[src/rtl/key_event_engine.sv]
// key_event_engine: debounced multi-key front end producing press, release, long-press and auto-repeat events
module key_event_engine #(
    parameter int NUM_KEYS     = 4,
    parameter bit ACTIVE_LOW   = 1'b1,
    parameter int DEBOUNCE_CYC = 500_000,
    parameter int HOLD_CYC     = 50_000_000,
    parameter int REPEAT_CYC   = 5_000_000
) (
    input  logic                clk,
    input  logic                reset,
    input  logic [NUM_KEYS-1:0] key_raw,
    input  logic [NUM_KEYS-1:0] repeat_en,
    output logic [NUM_KEYS-1:0] level,
    output logic [NUM_KEYS-1:0] press,
    output logic [NUM_KEYS-1:0] release_pulse,
    output logic [NUM_KEYS-1:0] long,
    output logic [NUM_KEYS-1:0] rpt,
    output logic                any_press
);
    localparam int DW = $clog2(DEBOUNCE_CYC + 1);
    localparam int HW = $clog2(HOLD_CYC + 1);
    localparam int RW = $clog2(REPEAT_CYC + 1);
    localparam logic [DW-1:0] DB_LAST   = DW'(DEBOUNCE_CYC - 1);
    localparam logic [HW-1:0] HOLD_LAST = HW'(HOLD_CYC - 1);
    localparam logic [RW-1:0] REP_LAST  = RW'(REPEAT_CYC - 1);
    localparam logic [NUM_KEYS-1:0] IDLE_PIN = {NUM_KEYS{ACTIVE_LOW}};

    typedef enum logic [1:0] {IDLE, WAIT, HOLD} state_t;

    logic [NUM_KEYS-1:0] sync1, sync2, pressed, press_nxt;

    // two-flop synchroniser, parked at the released pin value while in reset
    always_ff @(posedge clk) begin
        if (!reset) begin
            sync1 <= IDLE_PIN;
            sync2 <= IDLE_PIN;
        end else begin
            sync1 <= key_raw;
            sync2 <= sync1;
        end
    end

    assign pressed = ACTIVE_LOW ? ~sync2 : sync2;

    for (genvar i = 0; i < NUM_KEYS; i++) begin : g_key
        logic [DW-1:0] db_cnt;
        logic [HW-1:0] hold_cnt, hold_nxt;
        logic [RW-1:0] rep_cnt, rep_nxt;
        state_t        state, state_nxt;
        logic          lvl, prs, rel, lng, rp;
        logic          prs_nxt, rel_nxt, lng_nxt, rp_nxt;

        // debounce: level flips only after DEBOUNCE_CYC consecutive cycles of disagreement
        always_ff @(posedge clk) begin
            if (!reset) begin
                db_cnt <= '0;
                lvl    <= 1'b0;
            end else if (pressed[i] == lvl) begin
                db_cnt <= '0;
            end else if (db_cnt == DB_LAST) begin
                db_cnt <= '0;
                lvl    <= ~lvl;
            end else begin
                db_cnt <= db_cnt + 1'b1;
            end
        end

        // next state, counters and event pulses from the debounced level
        always_comb begin
            state_nxt = state;
            hold_nxt  = hold_cnt;
            rep_nxt   = rep_cnt;
            prs_nxt   = 1'b0;
            rel_nxt   = 1'b0;
            lng_nxt   = 1'b0;
            rp_nxt    = 1'b0;
            case (state)
                IDLE: if (lvl) begin
                    prs_nxt   = 1'b1;
                    rp_nxt    = 1'b1;
                    hold_nxt  = '0;
                    state_nxt = WAIT;
                end
                WAIT: if (!lvl) begin
                    rel_nxt   = 1'b1;
                    state_nxt = IDLE;
                end else if (hold_cnt == HOLD_LAST) begin
                    lng_nxt   = 1'b1;
                    rp_nxt    = repeat_en[i];
                    rep_nxt   = '0;
                    state_nxt = HOLD;
                end else begin
                    hold_nxt = hold_cnt + 1'b1;
                end
                HOLD: if (!lvl) begin
                    rel_nxt   = 1'b1;
                    state_nxt = IDLE;
                end else if (rep_cnt == REP_LAST) begin
                    rp_nxt  = repeat_en[i];
                    rep_nxt = '0;
                end else begin
                    rep_nxt = rep_cnt + 1'b1;
                end
                default: state_nxt = IDLE;
            endcase
        end

        // state, counters and registered event outputs
        always_ff @(posedge clk) begin
            if (!reset) begin
                state    <= IDLE;
                hold_cnt <= '0;
                rep_cnt  <= '0;
                prs      <= 1'b0;
                rel      <= 1'b0;
                lng      <= 1'b0;
                rp       <= 1'b0;
            end else begin
                state    <= state_nxt;
                hold_cnt <= hold_nxt;
                rep_cnt  <= rep_nxt;
                prs      <= prs_nxt;
                rel      <= rel_nxt;
                lng      <= lng_nxt;
                rp       <= rp_nxt;
            end
        end

        assign level[i]         = lvl;
        assign press[i]         = prs;
        assign release_pulse[i] = rel;
        assign long[i]          = lng;
        assign rpt[i]           = rp;
        assign press_nxt[i]     = prs_nxt;
    end

    // any_press registered alongside the per-key press flops so it lines up with them
    always_ff @(posedge clk) any_press <= reset ? |press_nxt : 1'b0;
endmodule

[config.mk]
export PLATFORM = sky130hd
export DESIGN_NAME = key_event_engine
export DESIGN_NICKNAME = d
export VERILOG_FILES = /design/src/rtl/key_event_engine.sv
export SDC_FILE = /design/constraint.sdc
export NUM_CORES = 1
export LEC_CHECK = 0
export ABC_CLOCK_PERIOD_IN_PS = 4300
export CORE_MARGIN = 1.5
export CORE_UTILIZATION = 45
export DETAILED_ROUTE_END_ITERATION = 10
export PLACE_DENSITY = 0.69
export SKIP_CTS_REPAIR_TIMING = 1
export SLEW_MARGIN = 20
export SYNTH_ARGS = -nofsm -noshare
export SYNTH_HDL_FRONTEND = slang
export SYNTH_SLANG_ARGS = --single-unit
[constraint.sdc]
create_clock -name clk -period 4.3 [get_ports clk]
set_input_delay 0.645 -clock clk [delete_from_list [all_inputs] [get_ports clk]]
set_output_delay 0.645 -clock clk [all_outputs]
set_load 0.02 [all_outputs]
==> Yosys cells after proc, flatten, opt, wreduce, memory -nomap -nowiden <==
Cells that the tools add are included.
{ "totals": {"regBits": 309, "latch_bits": 0, "ram_bits": 0, "romBits": 0, "inputBits": 10, "output_inout_bits": 21, "elab_cells": 250, "mem_count": 0} }
{ "op_classes": {"add_sub_neg": 12, "mul": 0, "div_mod_pow": 0, "order_cmp": 0, "eq_ne": 52, "n_shift": 0, "mux": 92, "bitwise": 10, "reduce_logical": 45} }
{ "ops": {"columns": ["operator", "n"], "rows": [
  ["$mux 23", 16],
  ["$mux 26", 12],
  ["$pmux 26 s2", 4],
  ["$pmux 23 s2", 4],
  ["$add 26x1->26 const B", 4],
  ["$eq 26x26->1 const B", 4],
  ["$add 23x1->23 const B", 4],
  ["$eq 23x23->1 const B", 4],
  ["$add 19x1->19 const B", 4],
  ["$eq 19x19->1 const B", 4],
  ["$ne 2x2->1 const B", 24],
  ["$mux 1", 32],
  ["$mux 2", 16],
  ["$reduce_and 4->1", 8],
  ["$pmux 2 s3", 4],
  ["$reduce_and 3->1", 8],
  ["$reduce_and 2->1", 8],
  ["$reduce_bool 2->1", 8],
  ["$ne 3x3->1 const B", 4],
  ["$pmux 1 s3", 4],
  ["$reduce_or 3->1", 4],
  ["$not 1->1", 9],
  ["$eq 2x1->1 const B", 4],
  ["$eq 2x2->1 const B", 4],
  ["other kinds (5)", 14]
]} }

==> Depth between registers and ports, before layout <==
{ "logic_depth": {"ltp_word": 4, "depth_mapped": 10, "depth_no_buf": 8} }

==> Worst setup path before layout <==
Ideal clock, no wire load.
{ "synth_timing": {"kind": "register to register", "start": "register g_key[0].hold_cnt[8]", "end": "register g_key[0].hold_cnt[6]", "setup_ps": 128, "arrival_ps": 2093, "required_ps": 4172, "path_slack_ps": 2079, "path_stages_with_launch": 8, "n_path_buf": 1, "synth_period_minus_slack_ps": 2221, "cell_sequence": "dfxtp_1 > or4b_1 > or4_1 > or3_1 > buf_2 > nor4b_1 > xnor2_1 > nor2_1"} }
{ "synth_via": {"elab_chain_len": 3} }
{ "synth_lines": {"columns": ["item", "line_no", "rtl"], "rows": [
  ["from (decl)", "47", "logic [HW-1:0] hold_cnt, hold_nxt;"],
  ["from (signal assigned)", "120", "hold_cnt <= hold_nxt;"],
  ["$eq 26x26->1", "87", "end else if (hold_cnt == HOLD_LAST) begin"],
  ["$ne 2x2->1 (no line)", null, null],
  ["$reduce_and 4->1 (no line)", null, null]
]} }
Every way passes these cells.
A chain may end at the register's enable or synchronous reset.

==> Worst setup path after layout <==
{ "layout_timing": {"start": "register g_key[2].state[1]", "end": "register g_key[2].rep_cnt[13]"} }
{ "layout_via": {"elab_chain_len": 3, "word_cells_on_any_way": 8, "cone_classes": "5 x eq/ne; 1 x mux; 2 x reduce/logical"} }
{ "layout_lines": {"columns": ["item", "line_no", "rtl"], "rows": [
  ["from (decl)", "49", "state_t state, state_nxt;"],
  ["from (signal assigned)", "119", "state <= state_nxt;"],
  ["$eq 2x1->1 or $eq 2x2->1 (tied branches)", "77", "case (state)"],
  ["$ne 2x2->1 (no line) or $reduce_bool 2->1 (tied branches)", null, null],
  ["$reduce_and 4->1 (no line)", null, null],
  ["to (signal assigned)", "121", "rep_cnt <= rep_nxt;"],
  ["to (decl)", "48", "logic [RW-1:0] rep_cnt, rep_nxt;"]
]} }
Several ways; a longest one is shown, not always the timed one.

==> flow_summary.yaml <==
synth:
  ys_top_cells_by_area: "dfxtp_1 42%, xor2_1 8.6%, nor2_1 7.7%, xnor2_1 4.9%, nand3_1 4.0%"
  synth_ff_type: "dfxtp_1"
  synth_area_leader_cell: "dfxtp_1"
  synth.distinct_cells: 78
  ys.warnings.count: 0
  syn_avg_cell_area_um2: 8.50
  netlist_instances: 1737
  syn_nets: 1775
  synth_edf_count: 0
  ys_seq_area_share_pct: 41.9
  synthArstFlopShare_pct: 0
  syn_area_um2: 14800
  synth_top_area_share_pct: 41.9
  ys_ff_latch: 309
clocking:
  clock_latency_ns: 0.52
  cts_inserted_buffers: 35
  h-tree-depth: 2
  cts_max_path_buffers: 3
  cts_num_sinks: 309
  clk_pin_slew_ns: 0.06
  root_buffer: "clkbuf_16"
  cts_tree: "done"
worst_hold_path:
  hold_start: "sync1[3]"
  hold_depth: 1
  min_path_type: "reg2reg"
  min_to: "sync2[3]"
setup_path:
  timing.rr.start: "g_key[2].state[1]"
  cp-end-kind: "register"
  worstPathRequired_ns: 4.67
  reg2reg_depth: 6
  critPathLaunchType: "register"
  reg2reg_to: "g_key[2].rep_cnt[13]"
  worstPathMaxFanout: 19
  r2r_setup_slack_ns: 1.55
  criticalPathCategory: "reg2reg"
  cp.arrival_ns: 3.12
power:
  p_sw_mw: 1.20
  p_int_mw: 4.83
  peakVddDrop_mv: 0.198
  seq_power_share_pct: 47.6
  sw_frac_of_total_pct: 19.9
  pwr-share-comb_pct: 1.1
  p_per_area_nw_per_um2: 365
  cellLeakagePower_nw: 5.51
  clkPwrFrac_pct: 51.3
cells_and_area:
  nFillCells: 2996
  area_growth_pct: 12.0
  final_common_cell: "dfxtp_1"
  antenna_cells: 0
  final_net_count: 1772
  layout_common_cells: "309 x dfxtp_1, 304 x nor2_1, 145 x xor2_1"
  final_layout_size_suffix_gt1_share_pct: 5.69
floorplan:
  start_util_pct: 45.5
  rows: 66
  coreArea_um2: 32500
  ioPinCount: 31
  dieHeight_um: 184
  die_w_um: 184
  dieArea_um2: 33900
grt:
  grt_pass1_vias: 11085
  grt_pass1_wl_mm: 50.5
  groute.usage.overall_pct: 17.4
  overflow: 0
  antenna_found_initial: 0
  grt_max_degree: 29
timing:
  whs_ns: 0.402
  fin_setup_tns_ns: 0
  hold_viol: 0
  drv_slew: 0
  setup_viol_count_final: 0
  tightest_slew_ns: 0.890
  rsz0062_at_grt: "false"
  post-route-period-util_pct: 64.0
  fin_skew_ns: 0.0208
  fin_crit_ns: 2.75
  fmax_mhz: 363
  slew_headroom_pct: 40.6
placed_design:
  placement.io_buffers: 30
  gp_congestion: 0.810
  dpl.hpwl_mm: 19.3
outcome:
  status: "finished, final reports clean"
routing:
  antenna_left: 0
  initialDrtViolationCount: 646
  drt_pass1_iterations: 5
  vias: 11732
  totalWireLength_mm: 29.2
  wl_per_cell_um: 13.3
  drc: 0
  vias_per_cell: 5.33
flow_run:
  maxCapViolations: 0
-- cell usage after synthesis (3+ instances only) --
| master | count |
|---|---|
| a2111oi_0 | 5 |
| a211oi_1 | 13 |
| a21oi_1 | 50 |
| a31oi_1 | 13 |
| a41oi_1 | 3 |
| and2_1 | 18 |
| and3_1 | 40 |
| and4_1 | 28 |
| buf_1 | 3 |
| buf_2 | 16 |
| buf_4 | 20 |
| clkbuf_1 | 43 |
| dfxtp_1 | 309 |
| ha_1 | 28 |
| inv_1 | 34 |
| mux2i_1 | 4 |
| nand2_1 | 136 |
| nand2b_1 | 13 |
| nand3_1 | 117 |
| nand3b_1 | 4 |
| nand4_1 | 82 |
| nand4b_1 | 4 |
| nor2_1 | 304 |
| nor2b_1 | 3 |
| nor3_1 | 34 |
| nor4_1 | 25 |
| nor4_2 | 3 |
| nor4_4 | 3 |
| nor4b_1 | 16 |
| o211ai_1 | 4 |
| o21a_1 | 6 |
| o21ai_0 | 34 |
| o21ai_1 | 4 |
| o31a_1 | 3 |
| o31ai_1 | 4 |
| or2_2 | 4 |
| or3_1 | 22 |
| or4_1 | 8 |
| xnor2_1 | 83 |
| xor2_1 | 145 |
-- metrics by stage --
step                      setup WS, ns  instances  util (%)  area (um^2)  total power [mW]
final                             1.55       2201      51.0        16500              6.04
after global routing              1.28       2201      51.0        16500              6.23
after global placement            1.53       2139      47.2        15300              3.00
after floorplan                   2.08       1737         -        14800              2.98
after detailed placement          1.51       2139      47.2        15300              3.00
after CTS                         1.53       2201      50.9        16500              6.11
-- area by class of cell --
cell class / count / area, um^2 / area share [%]
Multi-Input combinational cell: 1308 / 8040 / 48.6
Sequential cell: 309 / 6190 / 37.4
Clock buffer: 53 / 1070 / 6.45
Tap cell: 442 / 553 / 3.34
Timing Repair Buffer: 44 / 405 / 2.45
Clock inverter: 9 / 150 / 0.908
Inverter: 36 / 135 / 0.817
-- how the worst max path moves through the flow --
stage,slack (ns),from,cells past startpoint,end
2_1_floorplan,2.08,g_key[0].hold_cnt[8],7,g_key[0].hold_cnt[6]
3_3_place_gp,1.53,reset,4,g_key[0].db_cnt[13]
3_5_place_dp,1.51,reset,4,g_key[1].db_cnt[3]
4_1_cts,1.53,g_key[2].state[1],6,g_key[2].rep_cnt[8]
5_1_grt,1.28,g_key[2].state[1],6,g_key[2].rep_cnt[3]
6_report,1.55,g_key[2].state[1],6,g_key[2].rep_cnt[13]
-- cell families after synthesis --
kind of cell    Yosys count  synth area share (%)
compound gates          160                  7.19
xor+xnor                228                  13.5
flops                   309                  41.9
fa+ha+maj                28                  2.37
simple gates            887                  30.9
mux                       5                 0.347
buf+inv                 120                  3.79
-- power by group through the flow --
stage / registers, mW / clock network, mW / logic, mW
2_1_floorplan: 2.93 / 0 / 0.0421
5_1_grt: 2.87 / 3.29 / 0.0751
3_3_place_gp: 2.94 / 0 / 0.0688
6_report: 2.87 / 3.10 / 0.0675
4_1_cts: 2.87 / 3.17 / 0.0690
3_5_place_dp: 2.94 / 0 / 0.0685
-- sequential cells by signal (all words and copies together), names as in the netlist --
signal and cells:
g_key.rep_cnt 92, g_key.rel 4, g_key.prs 4, g_key.rp 4, sync2 4, g_key.state 8
g_key.db_cnt 76, sync1 4, g_key.lvl 4, g_key.lng 4, g_key.hold_cnt 104, any_press 1
-- worst max-delay path, stage by stage (launching register included) --
cell and delay (ns):
dfxtp_1 0.40, inv_1 0.10, ha_1 0.28, nand3b_1 0.56
and2_1 0.46, o21ai_2 0.69, nor2_1 0.11
-- metal layers --
layer | GRT usage, % | part of all wire, %
met1 | 22.3 | 47
met2 | 29.9 | 47
met3 | 2.96 | 3.6
met4 | 4.89 | 1.8
met5 | 0 | 0
(Power assumes the default switching activity.)
